$ cat src/rtl/int_to_floating_point.sv
// int_to_floating_point
//   Multi-cycle signed-integer to IEEE-754 single-precision converter.
//   The operand magnitude is normalised by a one-bit-per-cycle left shift loop,
//   then rounded in a single cycle using the 2-bit FPU rounding-mode encoding
//   (00 toward zero, 01 toward +inf, 10 toward -inf, 11 nearest-even).
// Ports
//   i_clk          rising-edge clock
//   i_reset        synchronous active-high reset, aborts any conversion
//   i_start        request, sampled only while idle
//   i_int          signed two's-complement operand, captured on acceptance
//   i_conv         rounding mode, captured with i_int
//   o_float        packed result, held until the next accepted request
//   o_inexact_flag result differs from the exact integer value
//   o_busy         high whenever a conversion is in flight
//   o_done         one-cycle pulse, result valid from this cycle onward
module int_to_floating_point #(
  parameter int int_size      = 64,
  parameter int mantissa_size = 23,
  parameter int exponent_size = 8,
  parameter int precision     = 32,
  parameter int exp_bias      = 127
) (
  input  logic                 i_clk,
  input  logic                 i_reset,
  input  logic                 i_start,
  input  logic [int_size-1:0]  i_int,
  input  logic [1:0]           i_conv,
  output logic [precision-1:0] o_float,
  output logic                 o_inexact_flag,
  output logic                 o_busy,
  output logic                 o_done
);

  localparam int CW = $clog2(int_size);
  // Index of the guard bit once the leading one sits at the MSB.
  localparam int GB = int_size - 2 - mantissa_size;
  localparam logic [exponent_size-1:0] EXP_TOP = exponent_size'(exp_bias + int_size - 1);

  localparam logic [1:0] S_IDLE  = 2'd0;
  localparam logic [1:0] S_NORM  = 2'd1;
  localparam logic [1:0] S_ROUND = 2'd2;

  logic [1:0]           r_state;
  logic [int_size-1:0]  r_mag;
  logic [CW-1:0]        r_count;
  logic                 r_sign;
  logic [1:0]           r_conv;
  logic                 r_zero;
  logic [precision-1:0] r_float;
  logic                 r_inexact;
  logic                 r_done;

  logic [int_size-1:0]      w_abs;
  logic [mantissa_size-1:0] w_frac;
  logic                     w_guard;
  logic                     w_sticky;
  logic                     w_up;
  logic [mantissa_size:0]   w_msum;
  logic [exponent_size-1:0] w_exp;

  // Most negative input negates to itself, which is the correct unsigned magnitude.
  assign w_abs = i_int[int_size-1] ? ((~i_int) + int_size'(1)) : i_int;

  assign w_frac   = r_mag[int_size-2 -: mantissa_size];
  assign w_guard  = r_mag[GB];
  // Shifting the guard bit and everything above it out leaves only the sticky bits.
  assign w_sticky = |(r_mag << (int_size - GB));

  always_comb begin
    w_up = 1'b0;
    case (r_conv)
      2'b00: w_up = 1'b0;
      2'b01: w_up = (w_guard | w_sticky) & ~r_sign;
      2'b10: w_up = (w_guard | w_sticky) & r_sign;
      2'b11: w_up = w_guard & (w_sticky | w_frac[0]);
      default: w_up = 1'b0;
    endcase
  end

  // A carry out of the fraction leaves the low bits at zero and bumps the exponent.
  assign w_msum = {1'b0, w_frac} + {{mantissa_size{1'b0}}, w_up};
  assign w_exp  = EXP_TOP - exponent_size'(r_count) + exponent_size'(w_msum[mantissa_size]);

  always_ff @(posedge i_clk) begin
    if (i_reset) begin
      r_state   <= S_IDLE;
      r_mag     <= '0;
      r_count   <= '0;
      r_sign    <= 1'b0;
      r_conv    <= '0;
      r_zero    <= 1'b0;
      r_float   <= '0;
      r_inexact <= 1'b0;
      r_done    <= 1'b0;
    end else begin
      r_done <= 1'b0;
      case (r_state)
        S_IDLE: begin
          if (i_start) begin
            r_sign  <= i_int[int_size-1];
            r_mag   <= w_abs;
            r_conv  <= i_conv;
            r_count <= '0;
            r_zero  <= 1'b0;
            r_state <= S_NORM;
          end
        end
        S_NORM: begin
          if (r_mag == '0) begin
            r_zero  <= 1'b1;
            r_state <= S_ROUND;
          end else if (r_mag[int_size-1]) begin
            r_state <= S_ROUND;
          end else begin
            r_mag   <= r_mag << 1;
            r_count <= r_count + CW'(1);
          end
        end
        S_ROUND: begin
          if (r_zero) begin
            r_float   <= '0;
            r_inexact <= 1'b0;
          end else begin
            r_float   <= {r_sign, w_exp, w_msum[mantissa_size-1:0]};
            r_inexact <= w_guard | w_sticky;
          end
          r_done  <= 1'b1;
          r_state <= S_IDLE;
        end
        default: r_state <= S_IDLE;
      endcase
    end
  end

  assign o_float        = r_float;
  assign o_inexact_flag = r_inexact;
  assign o_busy         = (r_state != S_IDLE);
  assign o_done         = r_done;

endmodule

$ cat config.mk
export PLATFORM = sky130hd
export DESIGN_NAME = int_to_floating_point
export DESIGN_NICKNAME = d
export VERILOG_FILES = /design/src/rtl/int_to_floating_point.sv
export SDC_FILE = /design/constraint.sdc
export NUM_CORES = 1
export LEC_CHECK = 0
export BUFFER_PORTS_ARGS = -buffer_cell sky130_fd_sc_hd__buf_4
export CORE_UTILIZATION = 30
export DETAILED_ROUTE_END_ITERATION = 10
export PLACE_DENSITY = 0.51
export SLEW_MARGIN = 20
export SYNTH_ARGS = -nofsm -noshare
export SYNTH_HDL_FRONTEND = slang
export SYNTH_SLANG_ARGS = --single-unit
$ cat constraint.sdc
create_clock -name i_clk -period 4.2 [get_ports i_clk]
set_input_delay 0.21 -clock i_clk [delete_from_list [all_inputs] [get_ports i_clk]]
set_output_delay 0.21 -clock i_clk [all_outputs]
set_load 0.005 [all_outputs]
; After elaboration in Yosys (flattened, before gate mapping)
; Cells that the tools add are included.
[word_totals]
ff_bits = 110
in_bits = 69
out_inout_bits = 35
word_cells = 63
[op_classes]
n_addsub = 5
eq_ne = 10
n_mux = 20
bitwise = 7
reduce_logical = 11
[ops]
columns = operator, n
row1 = two-way mux 64 bit, 4
row2 = one-hot mux 64 bit (2 select lines), 1
row3 = "adder 64 x 1 -> 64 bit, second input constant", 1
row4 = zero test 64 bit, 1
row5 = inverter 64 bit, 1
row6 = OR reduction 39 bit, 1
row7 = two-way mux 32 bit, 1
row8 = adder 23 x 1 -> 24 bit, 1
row9 = two-way mux 6 bit, 3
row10 = one-hot mux 6 bit (2 select lines), 1
row11 = adder 8 x 1 -> 8 bit, 1
row12 = "inequality test 2 bit, second input constant", 4
row13 = "subtractor 8 x 6 -> 8 bit, first input constant", 1
row14 = "adder 6 x 1 -> 6 bit, second input constant", 1
row15 = "== test 2 bit, second input constant", 3
row16 = two-way mux 2 bit, 3
row17 = AND reduction 3 bit, 2
row18 = "== test 2 x 1 -> 1 bit, second input constant", 2
row19 = zero test 2 bit, 2
row20 = two-way mux 1 bit, 4
row21 = one-hot mux 1 bit (4 select lines), 1
row22 = one-hot mux 2 bit (2 select lines), 1
row23 = AND reduction 2 bit, 2
row24 = AND reduction 4 bit, 1
row25 = 6 further kinds, 10

; Logic depth before layout (Yosys ltp)
[depth]
depth_word = 7
mapped_depth = 16

; Worst setup path after synthesis
; Ideal clock, no wire load.
[synth_path]
path_kind = register to register
startpoint = register r_mag[29]
endpoint = register r_float[26] (netlist: o_float[26])
arrival_time_ps = 2890
required_ps = 4072
slack_ps = 1183
stages_incl_launch_ff = 17
path_buffers = 0
synth_period_minus_slack_ps = 3017
cell_sequence = dfxtp_1 > nor4_1 > nand4_1 > or4_1 > o21ai_0 > a211oi_1 > ha_1 > nand3_1 > nor2b_1 > nand4_1 > nor2_1 > nand3_1 > ha_1 > nand3_1 > xor2_1 > a22oi_1 > nor2_1
[synth_via]
elab_chain_cells = 7
word_cells_on_any_way = 10
[synth_rtl]
columns = element, line_no
row1 = start: declaration, 44  ; logic [int_size-1:0] r_mag;
row2 = start signal: assignment, 101  ; r_mag <= w_abs;
row3 = start signal: assignment, 115  ; r_mag <= r_mag << 1;
row4 = OR reduction 39 bit (*), 67  ; assign w_sticky = |(r_mag << (int_size - GB));
row5 = "bitwise OR 1 bit, on equally long branches", "75, 73, 74"
row6 = "bitwise AND 1 bit, on equally long branches", "75, 73, 74"
row7 = one-hot mux 1 bit (4 select lines) (*), 71  ; case (r_conv)
row8 = adder 23 x 1 -> 24 bit (*), 81  ; assign w_msum = {1'b0, w_frac} + {{mantissa_size{1'b0}}, w_up};
row9 = adder 8 x 1 -> 8 bit (*), 82  ; assign w_exp = EXP_TOP - exponent_size'(r_count) + exponent_size'(w_msum[mantissa_size]);
row10 = two-way mux 32 bit (*), 120  ; if (r_zero) begin
row11 = end signal: assignment, 124  ; r_float <= {r_sign, w_exp, w_msum[mantissa_size-1:0]};
row12 = end: declaration, 49  ; logic [precision-1:0] r_float;
; Mark *: on every way between the ends. The rest lies on a longest branch, timed or not.
; A chain may end at the register's enable or synchronous reset.

; Final worst setup path
[layout_path]
startpoint = register r_mag[3]
endpoint = register r_float[26] (netlist: o_float[26])
; Same word-level chain as after synthesis.

==> impl_metrics.csv <==
group,metric,value,unit
run_status,status,"finished, final reports clean",
synthesis,yosysUniqueCellTypes,73,
hold_path,hold_class,"in2reg",
synthesis,ys_seq_area_frac,0.314,
routing,drt_pass1_iterations,5,
routing,via_per_inst,5.67,
routing,wire_per_inst,18.9,um
clock_tree,clk_root_buffer_cell,"clkbuf_16",
setup_path,rrSetupSlack,760,ps
pwr,peakVddDrop,196,uV
grt,grt_pass1_vias,6822,
setup_path,end_kind,"register",
timing,fin_crit_sh,0.819,
clock_tree,clk_latency,370,ps
timing,timing.final.ws_setup,759,ps
setup_path,r2r-start,"r_mag[3]",
setup_path,worstRegToRegCells,16,
grt,grt_pass1_wl,38.0,mm
pwr,power_frac_seq,0.449,
routing,ant_nets,0,
pwr,cellPowerDensity,330,nW/um2
clock_tree,postCtsSetupBuffers,0,
routing,drt_iter0_markers,545,
final_layout,insertedDiodeCount,0,
synthesis,ys_warn_count,0,
floorplanning,initial_core_util,0.308,
synthesis,synth_nets,962,
clock_tree,cts_sinks,110,
pwr,sw_frac_of_total,0.339,
routing,wirelength,23.9,mm
final_layout,syn_to_final_growth,19.2,%
hold_path,min_from,"i_int[50]",
grt,grt_usage,0.201,
grt,antenna_found_initial,0,
grt,grt.overflow.total,0,
hold_path,whs_path_depth,2,
clock_tree,cts_tree,"built",
floorplanning,die-height,155,um
clock_tree,h-tree-depth,3,
synthesis,syn_inst,884,
timing,hold_viol,0,
synthesis,synth_area,7020,um2
timing,finalClockSkew,11.7,ps
setup_path,critPathRequiredTime,4430,ps
synthesis,synth-seq-cells,110,
floorplanning,boundaryPins,104,
timing,rsz0062_at_grt,"no",
routing,vias,7185,
setup_path,cp.arrival,3670,ps
synthesis,synth.avg_cell_area,7.94,um2
pwr,pwr-share-comb,0.246,
floorplanning,die_w,155,um
clock_tree,clk_pin_slew_worst_paths,80,ps
clock_tree,clock_path_buffers,2,
job,maxCapViolCount,0,
floorplanning,floorplan.core_area,22800,um2
timing,fin_tns_setup,0,ps
placement,port_buffers,103,
final_layout,layout-drive-gt1-share,0.181,
clock_tree,cts.hold.buffers_added,0,
timing,period_needed,3440,ps
timing,setup_viol,0,
pwr,p_leak,3.04,nW
pwr,p_switching,0.936,mW
grt,grt_max_degree,80,
synthesis,synthArstFlopShare,0,
setup_path,reg2reg_to,"o_float[26]",
placement,post-place-ws,692,ps
floorplanning,row_count,55,
placement,finalWeightedCongestion,0.851,
routing,drc,0,
setup_path,path_max_fanout,5,
timing,fmax,291,MHz
pwr,internal_power,1.83,mW
floorplanning,die_area,24000,um2
setup_path,worst-setup-path-type,"reg2reg",
synthesis,synth-edff-count,0,
hold_path,min_to,"r_mag[50]",
synthesis,ys.flop_type,"dfxtp_1",
timing,finalMaxSlewViolations,0,
clock_tree,numCtsBuffers,9,
timing,slew_headroom,0.311,
final_layout,fin_nets,1028,
clock_tree,cts_resized,0,
placement,place_hpwl,17.3,mm
pwr,pwr-share-clk,0.305,
setup_path,critPathLaunchType,"register",
timing,worst_slew_pin_slew,1030,ps
[cells by family (layout without fill, tap and decap cells)]
logic type	Yosys count	count (layout)	share of synthesized area
DFF	110	110	0.314
muxes	6	6	0.00874
xor gates and xnor gates	70	70	0.0874
adders and majority gates	9	9	0.0160
and+or+nand+nor	328	328	0.250
AOI/OAI and AO/OA	283	283	0.277
buffers and inverters	78	149	0.0472
[power groups by stage]
stage | clock (mW) | combinational, mW | sequential [mW]
2_1_floorplan | 0 | 0.432 | 1.22
3_3_place_gp | 0 | 0.672 | 1.26
3_5_place_dp | 0 | 0.670 | 1.26
4_1_cts | 0.861 | 0.672 | 1.24
5_1_grt | 0.898 | 0.751 | 1.25
6_report | 0.844 | 0.680 | 1.24
[synth_stat cells (all sizes together), types with 11 or more instances]
cell type  instances  area (um2)
a22oi             37         283
buf               17        98.8
o41ai             17         235
a31oi             17         106
nand2             78         293
inv               11        41.3
clkbuf            50         191
nand4             15         100
xnor2             35         307
nor2              71         267
and3              15        93.8
or3               17         106
nor3              25         125
nand3             22         110
dfxtp            110        2200
a21oi             76         380
o31ai             13         103
nor4              34         255
xor2              35         307
o21ai             60         300
[registers in the layout, summed over array words and instances, names as in the netlist]
name	count
o_done	1
o_float	32
o_inexact_flag	1
r_conv	2
r_count	6
r_mag	64
r_sign	1
r_state	2
r_zero	1
[worst max-delay path, stage by stage, from the launching register on]
cell and delay, ps:
dfxtp_1 320, nor4_1 360, nand4_1 180, or4_1 600, a31oi_1 190, a211oi_1 80
ha_1 200, nand3_1 140, nor2b_1 100, nand4_1 210, nor2_1 110, nand3_1 140
ha_1 210, nand3_1 100, xor2_1 160, a22oi_1 160, nor2_1 50
[how the worst max path moves through the flow]
stage,from,slack (ps),to,depth (start not counted)
2_1_floorplan,r_mag[29],1180,o_float[26],16
3_3_place_gp,r_mag[3],730,o_float[26],16
3_5_place_dp,r_mag[3],690,o_float[26],16
4_1_cts,r_mag[3],690,o_float[26],16
5_1_grt,r_mag[29],410,o_float[26],16
6_report,r_mag[3],760,o_float[26],16
[cell type report]
class / instances / area, um2
timing repair buffer: 122 / 936
sequential: 110 / 2200
tap: 313 / 392
inverter: 11 / 41.3
multi-input combinational: 696 / 4520
clock inverter: 6 / 51.3
clock buffer: 10 / 229
fill: 2428 / 14400
[layout by cell type, fill, tap and decap left out, types with 4 or more instances in the layout]
| master | n |
|---|---|
| or4_1 | 6 |
| nand4_1 | 14 |
| clkbuf_16 | 9 |
| o41ai_2 | 4 |
| xnor2_1 | 35 |
| a32oi_1 | 7 |
| nand3_1 | 22 |
| nor3b_1 | 6 |
| o211ai_1 | 5 |
| nor2_1 | 70 |
| o41ai_1 | 10 |
| and3_1 | 15 |
| or2_2 | 4 |
| a21oi_1 | 76 |
| nor4_1 | 30 |
| ha_1 | 9 |
| and4_1 | 5 |
| dfxtp_1 | 110 |
| and2_1 | 4 |
| nand2b_1 | 6 |
| o31ai_1 | 12 |
| a22oi_1 | 36 |
| o21ai_0 | 58 |
| nor2b_1 | 5 |
| a41oi_1 | 4 |
| nor3_1 | 25 |
| a2111oi_0 | 7 |
| inv_1 | 11 |
| buf_4 | 121 |
| a31oi_1 | 16 |
| inv_6 | 4 |
| a31o_2 | 7 |
| a221oi_1 | 5 |
| mux2i_1 | 5 |
| nand2_1 | 78 |
| or3_1 | 17 |
| xor2_1 | 35 |
[metrics by stage]
step                      hold WS [ps]  instance area, um2  power, mW   util  cells
after global placement             437                8060       1.93  0.354   1251
after detailed placement           444                8060       1.93  0.354   1251
after floorplan                    313                7020       1.66      -    884
after CTS                         94.8                8340       2.77  0.366   1267
final                              108                8370       2.76  0.367   1268
after global routing               105                8370       2.90  0.367   1268
[routing by layer]
| metal | vias up | wire (um) | global-route usage | part of all wire |
|---|---|---|---|---|
| met2 | 203 | 11500 | 0.341 | 0.48 |
| met5 | - | 0 | 0 | 0 |
| li1 | 3471 | - | - | - |
| met4 | 0 | 466 | 0.0585 | 0.019 |
| met3 | 21 | 1140 | 0.0334 | 0.048 |
| met1 | 3490 | 10800 | 0.261 | 0.45 |
(Power assumes the default switching activity.)
